`config.mk`:
```
export PLATFORM = sky130hd
export DESIGN_NAME = bit_deframer
export DESIGN_NICKNAME = d
export VERILOG_FILES = /design/src/rtl/bit_deframer.sv
export SDC_FILE = /design/constraint.sdc
export NUM_CORES = 1
export LEC_CHECK = 0
export BUFFER_PORTS_ARGS = -buffer_cell sky130_fd_sc_hd__buf_2
export CAP_MARGIN = 0
export CORE_MARGIN = 4
export CORE_UTILIZATION = 40
export CTS_CLUSTER_DIAMETER = 120
export DETAILED_ROUTE_END_ITERATION = 12
export PLACE_DENSITY = 0.6
export SYNTH_ARGS = -nofsm -noshare
export SYNTH_HDL_FRONTEND = slang
export SYNTH_SLANG_ARGS = --single-unit
```
`constraint.sdc`:
```
create_clock -name s00_axis_aclk -period 12.9 [get_ports s00_axis_aclk]
set_input_delay 0.645 -clock s00_axis_aclk [delete_from_list [all_inputs] [get_ports s00_axis_aclk]]
set_output_delay 0.645 -clock s00_axis_aclk [all_outputs]
set_load 0.05 [all_outputs]
```
`src/rtl/bit_deframer.sv`:
```
// Sync-word hunter and byte packer for a one-bit-per-beat AXIS stream.
// Locks on SYNC_WORD (within MAX_ERRS bit errors), then emits a fixed-length byte frame with tlast.
module bit_deframer #(
   parameter int          C_S00_AXIS_TDATA_WIDTH = 32,
   parameter int          C_M00_AXIS_TDATA_WIDTH = 32,
   parameter logic [31:0] SYNC_WORD              = 32'h1ACFFC1D,
   parameter int          SYNC_LEN               = 32,
   parameter int          MAX_ERRS               = 0,
   parameter int          PAYLOAD_BYTES          = 16
) (
   input  logic                                  s00_axis_aclk,
   input  logic                                  s00_axis_aresetn,
   input  logic                                  s00_axis_tvalid,
   output logic                                  s00_axis_tready,
   input  logic [C_S00_AXIS_TDATA_WIDTH-1:0]     s00_axis_tdata,
   input  logic                                  s00_axis_tlast,
   input  logic [(C_S00_AXIS_TDATA_WIDTH/8)-1:0] s00_axis_tstrb,
   output logic                                  m00_axis_tvalid,
   input  logic                                  m00_axis_tready,
   output logic [C_M00_AXIS_TDATA_WIDTH-1:0]     m00_axis_tdata,
   output logic                                  m00_axis_tlast,
   output logic [(C_M00_AXIS_TDATA_WIDTH/8)-1:0] m00_axis_tstrb,
   output logic                                  locked,
   output logic [15:0]                           frame_count,
   output logic [5:0]                            sync_errs
);

   localparam logic [SYNC_LEN-1:0] SYNC_PAT  = SYNC_WORD[SYNC_LEN-1:0];
   localparam logic [5:0]          FILL_FULL = 6'(SYNC_LEN);
   localparam logic [5:0]          ERR_MAX   = 6'(MAX_ERRS);
   localparam logic [7:0]          LAST_IDX  = 8'(PAYLOAD_BYTES - 1);

   typedef enum logic {ST_HUNT, ST_PAYLOAD} state_t;

   state_t              r_state;
   state_t              w_state_nxt;
   logic [SYNC_LEN-1:0] r_shreg;
   logic [5:0]          r_fill;
   logic [7:0]          r_pack;
   logic [2:0]          r_bitcnt;
   logic [7:0]          r_bytecnt;
   logic                r_tvalid;
   logic                r_tlast;
   logic [7:0]          r_tdata;
   logic                r_locked;
   logic [15:0]         r_frame_count;
   logic [5:0]          r_sync_errs;

   logic                w_bit;
   logic                w_in_hs;
   logic                w_out_hs;
   logic                w_hunt_hs;
   logic                w_pay_hs;
   logic [SYNC_LEN-1:0] w_shreg_nxt;
   logic [SYNC_LEN-1:0] w_diff;
   logic [5:0]          w_fill_nxt;
   logic [5:0]          w_dist;
   logic                w_match;
   logic [7:0]          w_pack_nxt;
   logic                w_byte_done;
   logic                w_last_byte;
   logic                w_unused;

   assign w_bit       = s00_axis_tdata[0];
   assign w_unused    = ^{s00_axis_tdata[C_S00_AXIS_TDATA_WIDTH-1:1], s00_axis_tlast, s00_axis_tstrb};

   // A pending output byte that is not being taken stalls the input in every state.
   assign s00_axis_tready = ~r_tvalid | m00_axis_tready;
   assign w_in_hs     = s00_axis_tvalid & s00_axis_tready;
   assign w_out_hs    = r_tvalid & m00_axis_tready;
   assign w_hunt_hs   = w_in_hs & (r_state == ST_HUNT);
   assign w_pay_hs    = w_in_hs & (r_state == ST_PAYLOAD);

   assign w_shreg_nxt = {r_shreg[SYNC_LEN-2:0], w_bit};
   assign w_diff      = w_shreg_nxt ^ SYNC_PAT;
   assign w_fill_nxt  = (r_fill == FILL_FULL) ? r_fill : r_fill + 6'd1;

   always_comb begin
      w_dist = '0;
      for (int i = 0; i < SYNC_LEN; i++) w_dist = w_dist + 6'(w_diff[i]);
   end

   assign w_match     = w_hunt_hs & (w_fill_nxt == FILL_FULL) & (w_dist <= ERR_MAX);
   assign w_pack_nxt  = {r_pack[6:0], w_bit};
   assign w_byte_done = w_pay_hs & (r_bitcnt == 3'd7);
   assign w_last_byte = w_byte_done & (r_bytecnt == LAST_IDX);

   always_ff @(posedge s00_axis_aclk) begin
      if (!s00_axis_aresetn) r_state <= ST_HUNT;
      else                   r_state <= w_state_nxt;
   end

   always_comb begin
      w_state_nxt = r_state;
      case (r_state)
         ST_HUNT:    if (w_match)     w_state_nxt = ST_PAYLOAD;
         ST_PAYLOAD: if (w_last_byte) w_state_nxt = ST_HUNT;
         default:                     w_state_nxt = ST_HUNT;
      endcase
   end

   always_ff @(posedge s00_axis_aclk) begin
      if (!s00_axis_aresetn) begin
         r_shreg       <= '0;
         r_fill        <= '0;
         r_pack        <= '0;
         r_bitcnt      <= '0;
         r_bytecnt     <= '0;
         r_tvalid      <= 1'b0;
         r_tlast       <= 1'b0;
         r_tdata       <= '0;
         r_locked      <= 1'b0;
         r_frame_count <= '0;
         r_sync_errs   <= '0;
      end else begin
         if (w_byte_done) begin
            r_tvalid <= 1'b1;
            r_tlast  <= w_last_byte;
            r_tdata  <= w_pack_nxt;
         end else if (w_out_hs) begin
            r_tvalid <= 1'b0;
            r_tlast  <= 1'b0;
         end
         r_locked <= (w_state_nxt == ST_PAYLOAD);
         if (w_hunt_hs) begin
            r_shreg <= w_shreg_nxt;
            r_fill  <= w_fill_nxt;
         end
         if (w_match) begin
            r_sync_errs <= w_dist;
            r_bitcnt    <= '0;
            r_bytecnt   <= '0;
         end
         if (w_pay_hs) begin
            r_pack   <= w_pack_nxt;
            r_bitcnt <= r_bitcnt + 3'd1;
         end
         if (w_byte_done) r_bytecnt <= r_bytecnt + 8'd1;
         // Emptying the hunt window forces SYNC_LEN fresh bits before the next lock.
         if (w_last_byte) begin
            r_frame_count <= r_frame_count + 16'd1;
            r_shreg       <= '0;
            r_fill        <= '0;
         end
      end
   end

   assign m00_axis_tvalid = r_tvalid;
   assign m00_axis_tlast  = r_tlast;
   assign m00_axis_tdata  = C_M00_AXIS_TDATA_WIDTH'(r_tdata);
   assign m00_axis_tstrb  = '1;
   assign locked          = r_locked;
   assign frame_count     = r_frame_count;
   assign sync_errs       = r_sync_errs;

endmodule

```
==> results of run 1 <==
through the flow:
stage / hold WS (ns) / total power [mW]
finish: 0.423 / 0.578
global route: 0.446 / 0.607
CTS: 0.424 / 0.588
detailed placement: 0.414 / 0.337
global placement: 0.412 / 0.336
floorplan: 0.432 / 0.335
worst register-to-register path, cell delays in order (launching register included):
cell,delay (ns)
dfxtp_1,0.36
inv_1,0.07
fa_1,0.50
fa_1,0.50
inv_1,0.05
fa_1,0.47
inv_1,0.05
fa_1,0.47
fa_1,0.56
fa_1,0.42
inv_1,0.06
ha_1,0.18
inv_1,0.06
fa_1,0.46
or4b_2,0.60
nor3_1,0.25
o2111ai_1,0.18
o41ai_2,0.21
buf_4,0.25
o21ai_0,0.12
logic make-up (layout without fill, tap and decap cells):
logic type,count (synthesis),in the layout
AOI/OAI and AO/OA,83,83
xor gates and xnor gates,20,20
adders and majority gates,37,37
buffers and inverters,104,114
DFF,88,88
muxes,3,3
other,2,28
and+or+nand+nor,202,202
flip-flops by register name, indices dropped and copies added (netlist names):
name	cells
r_bitcnt	3
r_shreg	31
m00_axis_tlast	1
r_pack	7
locked	1
r_bytecnt	8
sync_errs	6
m00_axis_tvalid	1
frame_count	16
r_tdata	8
r_fill	6
metal layers:
metal / track usage / wire, um
met3: 0.0507 / 427
met4: 0.0412 / 100
met5: 0 / 0
met1: 0.184 / 4000
met2: 0.241 / 4180
power breakdown:
group	internal (mW)	switching [mW]	leakage [nW]
registers	0.273	0.00151	0.709
logic	0.0151	0.0419	1.15
clock network	0.133	0.114	0.141
total	0.421	0.157	2.00
cells in the final DEF, fill, tap and decap left out, drive strengths merged, types with 3 or more instances in the layout:
| master | n |
|---|---|
| a211o | 3 |
| a21oi | 55 |
| and3 | 4 |
| buf | 42 |
| clkbuf | 9 |
| clkinv | 3 |
| conb | 28 |
| dfxtp | 88 |
| fa | 24 |
| ha | 13 |
| inv | 60 |
| mux2i | 3 |
| nand2 | 110 |
| nand3 | 14 |
| nand4 | 7 |
| nor2 | 34 |
| nor3 | 5 |
| nor4 | 3 |
| o21ai | 10 |
| o31ai | 3 |
| or2 | 3 |
| or3 | 3 |
| or4 | 7 |
| xnor2 | 13 |
| xor2 | 7 |
layout make-up:
class / instances / area share
multi-input combinational: 373 / 0.473
tap: 140 / 0.0349
clock inverter: 7 / 0.0107
sequential: 88 / 0.351
clock buffer: 9 / 0.0449
timing repair buffer: 42 / 0.0439
inverter: 56 / 0.0419
worst paths after layout:
kind                                             endpoint  slack [ns]  cells after the start
worst max-delay path            r_bytecnt[1]$_SDFFE_PN0P_        6.90                     19
worst min register to register  sync_errs[0]$_SDFFE_PN0P_        0.42                      2
worst min-delay path            sync_errs[0]$_SDFFE_PN0P_        0.42                      2
worst max register to register  r_bytecnt[1]$_SDFFE_PN0P_        6.95                     19
==> results.toml, run 1 <==
[status]
status = "completed"

[clock_network]
ctsResizeCount = 0
post_cts_buffers = 0
cts_hold_buf = 0
insertion_delay_ns = 0.35
cts_root_buf = "clkbuf_16"
cts_buffer_depth = 2
path_clk_slew_ns = 0.07
cts_tree = "done"
cts_buffers = 9
htreeDepth = 3
cts.sinks = 88

[layout]
design_area_mm2 = 0.00502
fillers = 1099
final_layout_size_suffix_gt1_frac = 0.122
n_antenna_cell = 0
final_core_utilization = 0.457
fin_nets = 648
stdcell_count = 715
seq_area_mm2 = 0.00176
multi_input_area_mm2 = 0.00237
syn_to_final_growth_pct = 10.7

[critical_path]
critPathLaunchType = "input port"
rr_startpoint = "r_shreg[29]$_SDFFE_PP0P_"
cp_top_family = "adder cells"
worstPathCellList = "buf_2, fa_1, fa_1, inv_1, fa_1, inv_1, fa_1, fa_1, fa_1, inv_1, ha_1, inv_1, fa_1, or4b_2, nor3_1, o2111ai_1, o41ai_2, buf_4, o21ai_0"
crit_top_cell = "fa_1"
cp-end-kind = "flip-flop"
slowest_stage = "or4b_2"
arrival_ns = 6.23
critPathLaunch = "s00_axis_tdata[0]"
cp.required_ns = 13.12
critPathBufInv = 6
worst_path_largest_cell_delay_ns = 0.60
crit_type = "in2reg"
crit_path_max_fanout = 15

[global_routing]
gr-total-overflow = 0
grt_max_degree = 40
grt_pass1_wl_um = 15600
grt_pass1_vias = 3410
antenna_found_initial = 0
grt_usage = 0.147

[die]
die_h_um = 114
dieArea_mm2 = 0.0131
rows = 38
die_w_um = 114
ioPinCount = 103
core_mm2 = 0.0110
start_util = 0.413

[synth]
avgSynthCellArea_um2 = 8.41
ys_seq_area_frac = 0.389
async_reset_ff_frac = 0
synth_top_family_by_area = "simple AND/OR/NAND/NOR gates"
yosysMostFrequentCell = "nand2_1"
synth_cell_types = 49
netlist_top_cells_area = "dfxtp_1 39%, fa_1 11%, nand2_1 9.1%, a21oi_1 6.1%, buf_4 4.6%"
synthFlopType = "dfxtp_1"
synthXorXnorAreaFrac = 0.0386
ys.warnings.count = 0
synthMuxAreaShare = 0.00662
synth_compound_area_frac = 0.106
synth-edff-count = 0
yosysTopAreaCell = "dfxtp_1"
synthAdderAreaFrac = 0.142
ys_top_cells_by_count = "110 x nand2_1, 88 x dfxtp_1, 55 x a21oi_1, 55 x inv_1, 34 x nor2_1"
synthSimpleGateAreaFrac = 0.207
synth_seq_cells = 88
synth_top_area_frac = 0.389
syn_area_mm2 = 0.00453
syn_inst = 539

[timing]
clock_skew_ns = 0.00748
period_share = 0.465
maxSlewHeadroom = 0.346
rsz0062_at_grt = "no"
setup_slack_ns = 6.90
slew_viol_final = 0
max_freq_ghz = 0.167
hold_viol = 0
period_minus_slack_ns = 6.00
setup_viol = 0
worst_slew_pin_slew_ns = 0.981
fin_setup_tns_ns = 0

[placed_design]
pre_cts_ws_ns = 6.51
gp_congestion = 0.817
port_buffers = 38
place_area_mm2 = 0.00474
dp_hpwl_um = 6260
dp_cells = 699

[power]
power_leakage_nw = 2.00
power_density_mw_per_mm2 = 115
irDropWorstVdd_uv = 98.4

[route]
drc = 0
vias = 3436
wire_per_inst_um = 12.2
drt-total-wl_um = 8710
first_pass_iters = 4
dr.first_iter.drc_count = 277
vias_per_cell = 4.81
antenna_left = 0

[worst_hold_path]
hold_start = "sync_errs[0]$_SDFFE_PN0P_"
holdCritPathClass = "reg2reg"

[job]
cap_viol_max_count = 0
Note: power is estimated with default switching activity, not from simulation.
==> inputs of run 2 (changes only) <==
--- a/config.mk
+++ b/config.mk
@@ -11,7 +11,7 @@
 export CORE_UTILIZATION = 40
 export CTS_CLUSTER_DIAMETER = 120
 export DETAILED_ROUTE_END_ITERATION = 12
-export PLACE_DENSITY = 0.6
+export PLACE_DENSITY = 0.62
 export SYNTH_ARGS = -nofsm -noshare
 export SYNTH_HDL_FRONTEND = slang
 export SYNTH_SLANG_ARGS = --single-unit
==> constraint.sdc (replaced) <==
create_clock -name s00_axis_aclk -period 4.9 [get_ports s00_axis_aclk]
set_input_delay 0.245 -clock s00_axis_aclk [delete_from_list [all_inputs] [get_ports s00_axis_aclk]]
set_output_delay 0.245 -clock s00_axis_aclk [all_outputs]
set_load 0.05 [all_outputs]
==> results.toml, run 2 (same netlist as run 1, synthesis figures left out) <==
[die]
rows = 38
core_mm2 = 0.0110
dieArea_mm2 = 0.0131
die_w_um = 114
ioPinCount = 103
die_h_um = 114
start_util = 0.413

[timing]
period_minus_slack_ns = 5.64
hold_viol = 0
maxSlewHeadroom = 0.357
period_share = 1.15
setup_viol = 18
slew_viol_final = 0
whs_ns = 0.256
max_freq_ghz = 0.177
rsz0062_at_grt = "yes"
worst_slew_pin_slew_ns = 0.963
setup_slack_ns = -0.738
clock_skew_ns = 0.00736
fin_setup_tns_ns = -12.56

[global_routing]
grt_pass1_wl_um = 15500
grt_usage = 0.145
grt_pass1_vias = 3506
antenna_found_initial = 0
grt_max_degree = 40
gr-total-overflow = 0

[status]
status = "finished with violations"
failed_checks = "setup timing"

[critical_path]
cp.required_ns = 5.14
worst_path_largest_cell_delay_ns = 0.57
cp_top_family = "adder cells"
critPathLaunchType = "flip-flop"
critPathBufInv = 6
arrival_ns = 5.88
crit_top_cell = "fa_1"
worstPathCellList = "inv_1, fa_1, fa_1, inv_1, fa_1, inv_2, fa_1, fa_1, fa_1, inv_1, ha_2, inv_2, fa_1, or4b_4, nor3_4, buf_4, o2111ai_1, a211o_1, o211a_1"
reg2reg_slack_ns = -0.74
crit_path_max_fanout = 3
slowest_stage = "fa_1"
cp-end-kind = "flip-flop"
crit_type = "reg2reg"

[layout]
largest-register = "r_shreg"
fin_nets = 671
layout_common_cells = "110 x nand2_1, 83 x dfxtp_1, 55 x a21oi_1"
final_core_utilization = 0.479
n_antenna_cell = 0
largest_reg_flops = 31
syn_to_final_growth_pct = 16.1
design_area_mm2 = 0.00526
final_layout_size_suffix_gt1_frac = 0.184
mostFrequentLayoutCell = "nand2_1"

[route]
vias_per_cell = 4.80
first_pass_iters = 4
wire_per_inst_um = 12.2
drc = 0
antenna_left = 0
dr.first_iter.drc_count = 223
vias = 3543
drt-total-wl_um = 8990

[power]
p_sw_mw = 0.416
power_frac_comb = 0.106
seqPwrFrac = 0.456
power_leakage_nw = 2.13
p_int_mw = 1.17
irDropWorstVdd_uv = 175
netSwitchingFraction = 0.262
clkPwrFrac = 0.438
power_density_mw_per_mm2 = 301

[clock_network]
cts_buffer_depth = 2
insertion_delay_ns = 0.34
cts.sinks = 88
cts_hold_buf = 0
path_clk_slew_ns = 0.06
cts_root_buf = "clkbuf_16"
htreeDepth = 3
cts_tree = "done"
cts_buffers = 9

[worst_hold_path]
holdCritPathClass = "in2reg"

[placed_design]
port_buffers = 38
dp_hpwl_um = 6530
gp_congestion = 0.806
place_area_mm2 = 0.00490
pre_cts_ws_ns = -0.906

[job]
cap_viol_max_count = 0
==> run 2: path summary, 6_finish.rpt <==
| check | start | end | cells past startpoint |
|---|---|---|---|
| hold / removal | s00_axis_aresetn | r_bytecnt[0]$_SDFFE_PN0P_ | 2 |
| setup reg to reg | r_shreg[29]$_SDFFE_PP0P_ | r_bitcnt[0]$_SDFFE_PN0P_ | 19 |
| hold reg to reg | sync_errs[1]$_SDFFE_PN0P_ | sync_errs[1]$_SDFFE_PN0P_ | 2 |
| setup / recovery | r_shreg[29]$_SDFFE_PP0P_ | r_bitcnt[0]$_SDFFE_PN0P_ | 19 |
==> run 2: worst reg2reg max path, stage by stage, from the launching register on <==
cell       delay, ns
dfxtp_2         0.33
inv_1           0.05
fa_1            0.48
fa_1            0.50
inv_1           0.05
fa_1            0.49
inv_2           0.04
fa_1            0.47
fa_1            0.57
fa_1            0.42
inv_1           0.07
ha_2            0.18
inv_2           0.04
fa_1            0.48
or4b_4          0.48
nor3_4          0.16
buf_4           0.14
o2111ai_1       0.09
a211o_1         0.30
o211a_1         0.23
==> run 2: power by group through the flow <==
stage | combinational, mW | clock, mW | sequential (mW)
2_1_floorplan | 0.147 | 0 | 0.737
3_3_place_gp | 0.159 | 0 | 0.738
3_5_place_dp | 0.163 | 0 | 0.738
4_1_cts | 0.170 | 0.713 | 0.722
5_1_grt | 0.186 | 0.741 | 0.722
6_report | 0.169 | 0.694 | 0.722
==> run 2: area by class of cell <==
class / instances / area (um2)
Multi-Input combinational cell: 373 / 2410
Sequential cell: 88 / 1770
Inverter: 56 / 210
Clock inverter: 7 / 77.6
Clock buffer: 9 / 225
Fill cell: 1065 / 5720
Tap cell: 140 / 175
Timing Repair Buffer: 65 / 397
==> run 2: routing by layer <==
metal | up-vias | GRT usage | part of all wire
li1 | 1794 | - | -
met1 | 1681 | 0.175 | 0.45
met2 | 57 | 0.249 | 0.50
met3 | 11 | 0.0412 | 0.040
met4 | 0 | 0.0428 | 0.012
met5 | - | 0 | 0
==> run 2: metrics by stage <==
| step | power (mW) | cells |
|---|---|---|
| 6_report | 1.58 | 738 |
| 5_1_grt | 1.65 | 738 |
| 4_1_cts | 1.60 | 738 |
| 3_5_place_dp | 0.901 | 718 |
| 3_3_place_gp | 0.897 | 718 |
| 2_1_floorplan | 0.884 | 565 |
==> run 2: what timing repair did <==
action                     CTS  global route
setup endpoints to repair   18            18
buffers inserted             3             1
gates cloned                 1             0
pin swaps                   14             4
resized for setup           12             7
==> inputs of run 3 (changes only) <==
--- a/config.mk
+++ b/config.mk
@@ -7,11 +7,13 @@
 export LEC_CHECK = 0
 export BUFFER_PORTS_ARGS = -buffer_cell sky130_fd_sc_hd__buf_2
 export CAP_MARGIN = 0
+export CORE_ASPECT_RATIO = 0.9
 export CORE_MARGIN = 4
 export CORE_UTILIZATION = 40
 export CTS_CLUSTER_DIAMETER = 120
 export DETAILED_ROUTE_END_ITERATION = 12
 export PLACE_DENSITY = 0.62
+export RECOVER_POWER = 25
 export SYNTH_ARGS = -nofsm -noshare
 export SYNTH_HDL_FRONTEND = slang
 export SYNTH_SLANG_ARGS = --single-unit
==> results.toml, run 3 (same netlist as run 1, synthesis figures left out) <==
[critical_path]
critPathLaunch = "r_shreg[8]$_SDFFE_PP0P_"
worst_path_largest_cell_delay_ns = 0.56
rr_startpoint = "r_shreg[8]$_SDFFE_PP0P_"
worstPathCellList = "fa_1, fa_1, fa_1, inv_2, fa_1, fa_1, fa_1, inv_1, ha_2, inv_2, fa_1, or4b_4, nor3_4, o2111ai_2, o41ai_2, buf_4, buf_12, nor2_4"
crit_type = "reg2reg"
timing.rr.end = "r_bytecnt[2]$_SDFFE_PN0P_"
slowest_stage = "fa_1"
reg2reg_slack_ns = -0.69
crit_path_max_fanout = 5
cp_top_family = "adder cells"
critPathLaunchType = "flip-flop"
critPathBufInv = 5
cp-end-kind = "flip-flop"
arrival_ns = 5.82
crit_top_cell = "fa_1"
cp.required_ns = 5.13
reg2reg_depth = 18

[layout]
n_antenna_cell = 0
design_area_mm2 = 0.00526
fillers = 1051
largest-register = "r_shreg"
largest_reg_flops = 31
seq_area_mm2 = 0.00177
multi_input_area_mm2 = 0.00241
syn_to_final_growth_pct = 16.0
stdcell_count = 749
mostFrequentLayoutCell = "nand2_1"
final_layout_size_suffix_gt1_frac = 0.136
fin_nets = 670
layout_common_cells = "110 x nand2_1, 84 x dfxtp_1, 55 x a21oi_1"

[die]
start_util = 0.414
core_mm2 = 0.0109
ioPinCount = 103
rows = 36
die_h_um = 109
die_w_um = 120
dieArea_mm2 = 0.0131

[job]
cap_viol_max_count = 0

[timing]
period_minus_slack_ns = 5.59
slew_viol_final = 0
rsz0062_at_grt = "yes"
maxSlewHeadroom = 0.350
setup_slack_ns = -0.694
clock_skew_ns = 0.0125
worst_slew_pin_slew_ns = 0.974
period_share = 1.14
setup_viol = 18
max_freq_ghz = 0.179
hold_viol = 0
fin_setup_tns_ns = -12.07

[clock_network]
cts_tree = "done"
cts_root_buf = "clkbuf_16"
cts.sinks = 88
cts_buffers = 9
cts_buffer_depth = 2
insertion_delay_ns = 0.34
htreeDepth = 3
path_clk_slew_ns = 0.07

[route]
vias = 3611
vias_per_cell = 4.82
drc = 0
dr.first_iter.drc_count = 253
wire_per_inst_um = 12.4
drt-total-wl_um = 9290
antenna_left = 0
first_pass_iters = 5

[placed_design]
port_buffers = 38
gp_congestion = 0.806
dp_hpwl_um = 6850
dp_cells = 730
place_area_mm2 = 0.00491

[global_routing]
grt_usage = 0.152
grt_pass1_vias = 3455
gr-total-overflow = 0
antenna_found_initial = 0
grt_max_degree = 37
grt_pass1_wl_um = 16000

[power]
irDropWorstVdd_uv = 150
power_leakage_nw = 2.01
p_total_mw = 1.59
power_density_mw_per_mm2 = 302

[worst_hold_path]
whs_endpoint = "m00_axis_tlast$_SDFFE_PN0P_"
hold_start = "m00_axis_tready"
holdCritPathClass = "in2reg"
min_path_cells = 4

[status]
failed_checks = "setup timing"
status = "finished with violations"
-- run 3: changes by cell type in the layout (fill, tap and decap cells not counted), sizes merged --
| cell | before | now |
|---|---|---|
| clkinvlp | 1 | 2 |
| clkbuf | 9 | 35 |
| clkinv | 3 | 1 |
| inv | 58 | 59 |
| buf | 65 | 38 |
-- run 3: area by class of cell --
class                           instances  share of cell area
Multi-Input combinational cell        373               0.459
Sequential cell                        88               0.336
Timing Repair Buffer                   64              0.0718
Clock buffer                            9              0.0428
Inverter                               56              0.0400
Tap cell                              152              0.0362
Clock inverter                          7              0.0145
-- run 3: what timing repair did --
action / CTS / global route
cloned: 0 / 0
buffers inserted: 2 / 1
pin swaps: 9 / 2
hold buffers: 0 / 0
endpoints found under the setup margin: 18 / 18
resized for setup: 10 / 2
endpoints found under the hold margin: 0 / 0
-- run 3: routing by layer --
layer | track usage | share of wire | up-vias
li1 | - | - | 1807
met1 | 0.203 | 0.48 | 1715
met2 | 0.244 | 0.47 | 76
met3 | 0.0389 | 0.041 | 13
met4 | 0.0437 | 0.013 | 0
met5 | 0 | 0 | -
-- run 3: worst max-delay path by stage --
stage                                           end  cells past startpoint
after floorplan           r_bytecnt[3]$_SDFFE_PN0P_                     18
after global placement    r_bytecnt[1]$_SDFFE_PN0P_                     19
after detailed placement  r_bytecnt[1]$_SDFFE_PN0P_                     18
after CTS                 r_bytecnt[6]$_SDFFE_PN0P_                     18
after global routing      r_bytecnt[1]$_SDFFE_PN0P_                     17
final                     r_bytecnt[2]$_SDFFE_PN0P_                     18
-- run 3: where the power goes --
group,internal (mW),switching (mW)
Sequential,0.718,0.00422
Combinational,0.0527,0.117
Clock,0.400,0.297
Total,1.17,0.418
-- run 3: worst register-to-register path, stage by stage, from the launching register on --
cell and delay, ns:
dfxtp_2 0.33, fa_1 0.56, fa_1 0.45, fa_1 0.54, inv_2 0.05, fa_1 0.54
fa_1 0.43, fa_1 0.47, inv_1 0.08, ha_2 0.18, inv_2 0.04, fa_1 0.48
or4b_4 0.47, nor3_4 0.15, o2111ai_2 0.14, o41ai_2 0.23, buf_4 0.21, buf_12 0.12
nor2_4 0.03
-- run 3: through the flow --
stage          setup slack, ns  utilization  hold slack, ns
2_1_floorplan           -0.777            -           0.381
3_3_place_gp            -0.747        0.449           0.408
3_5_place_dp            -0.883        0.449           0.409
4_1_cts                 -0.705        0.482           0.250
5_1_grt                 -0.917        0.481           0.285
6_report                -0.694        0.481           0.258
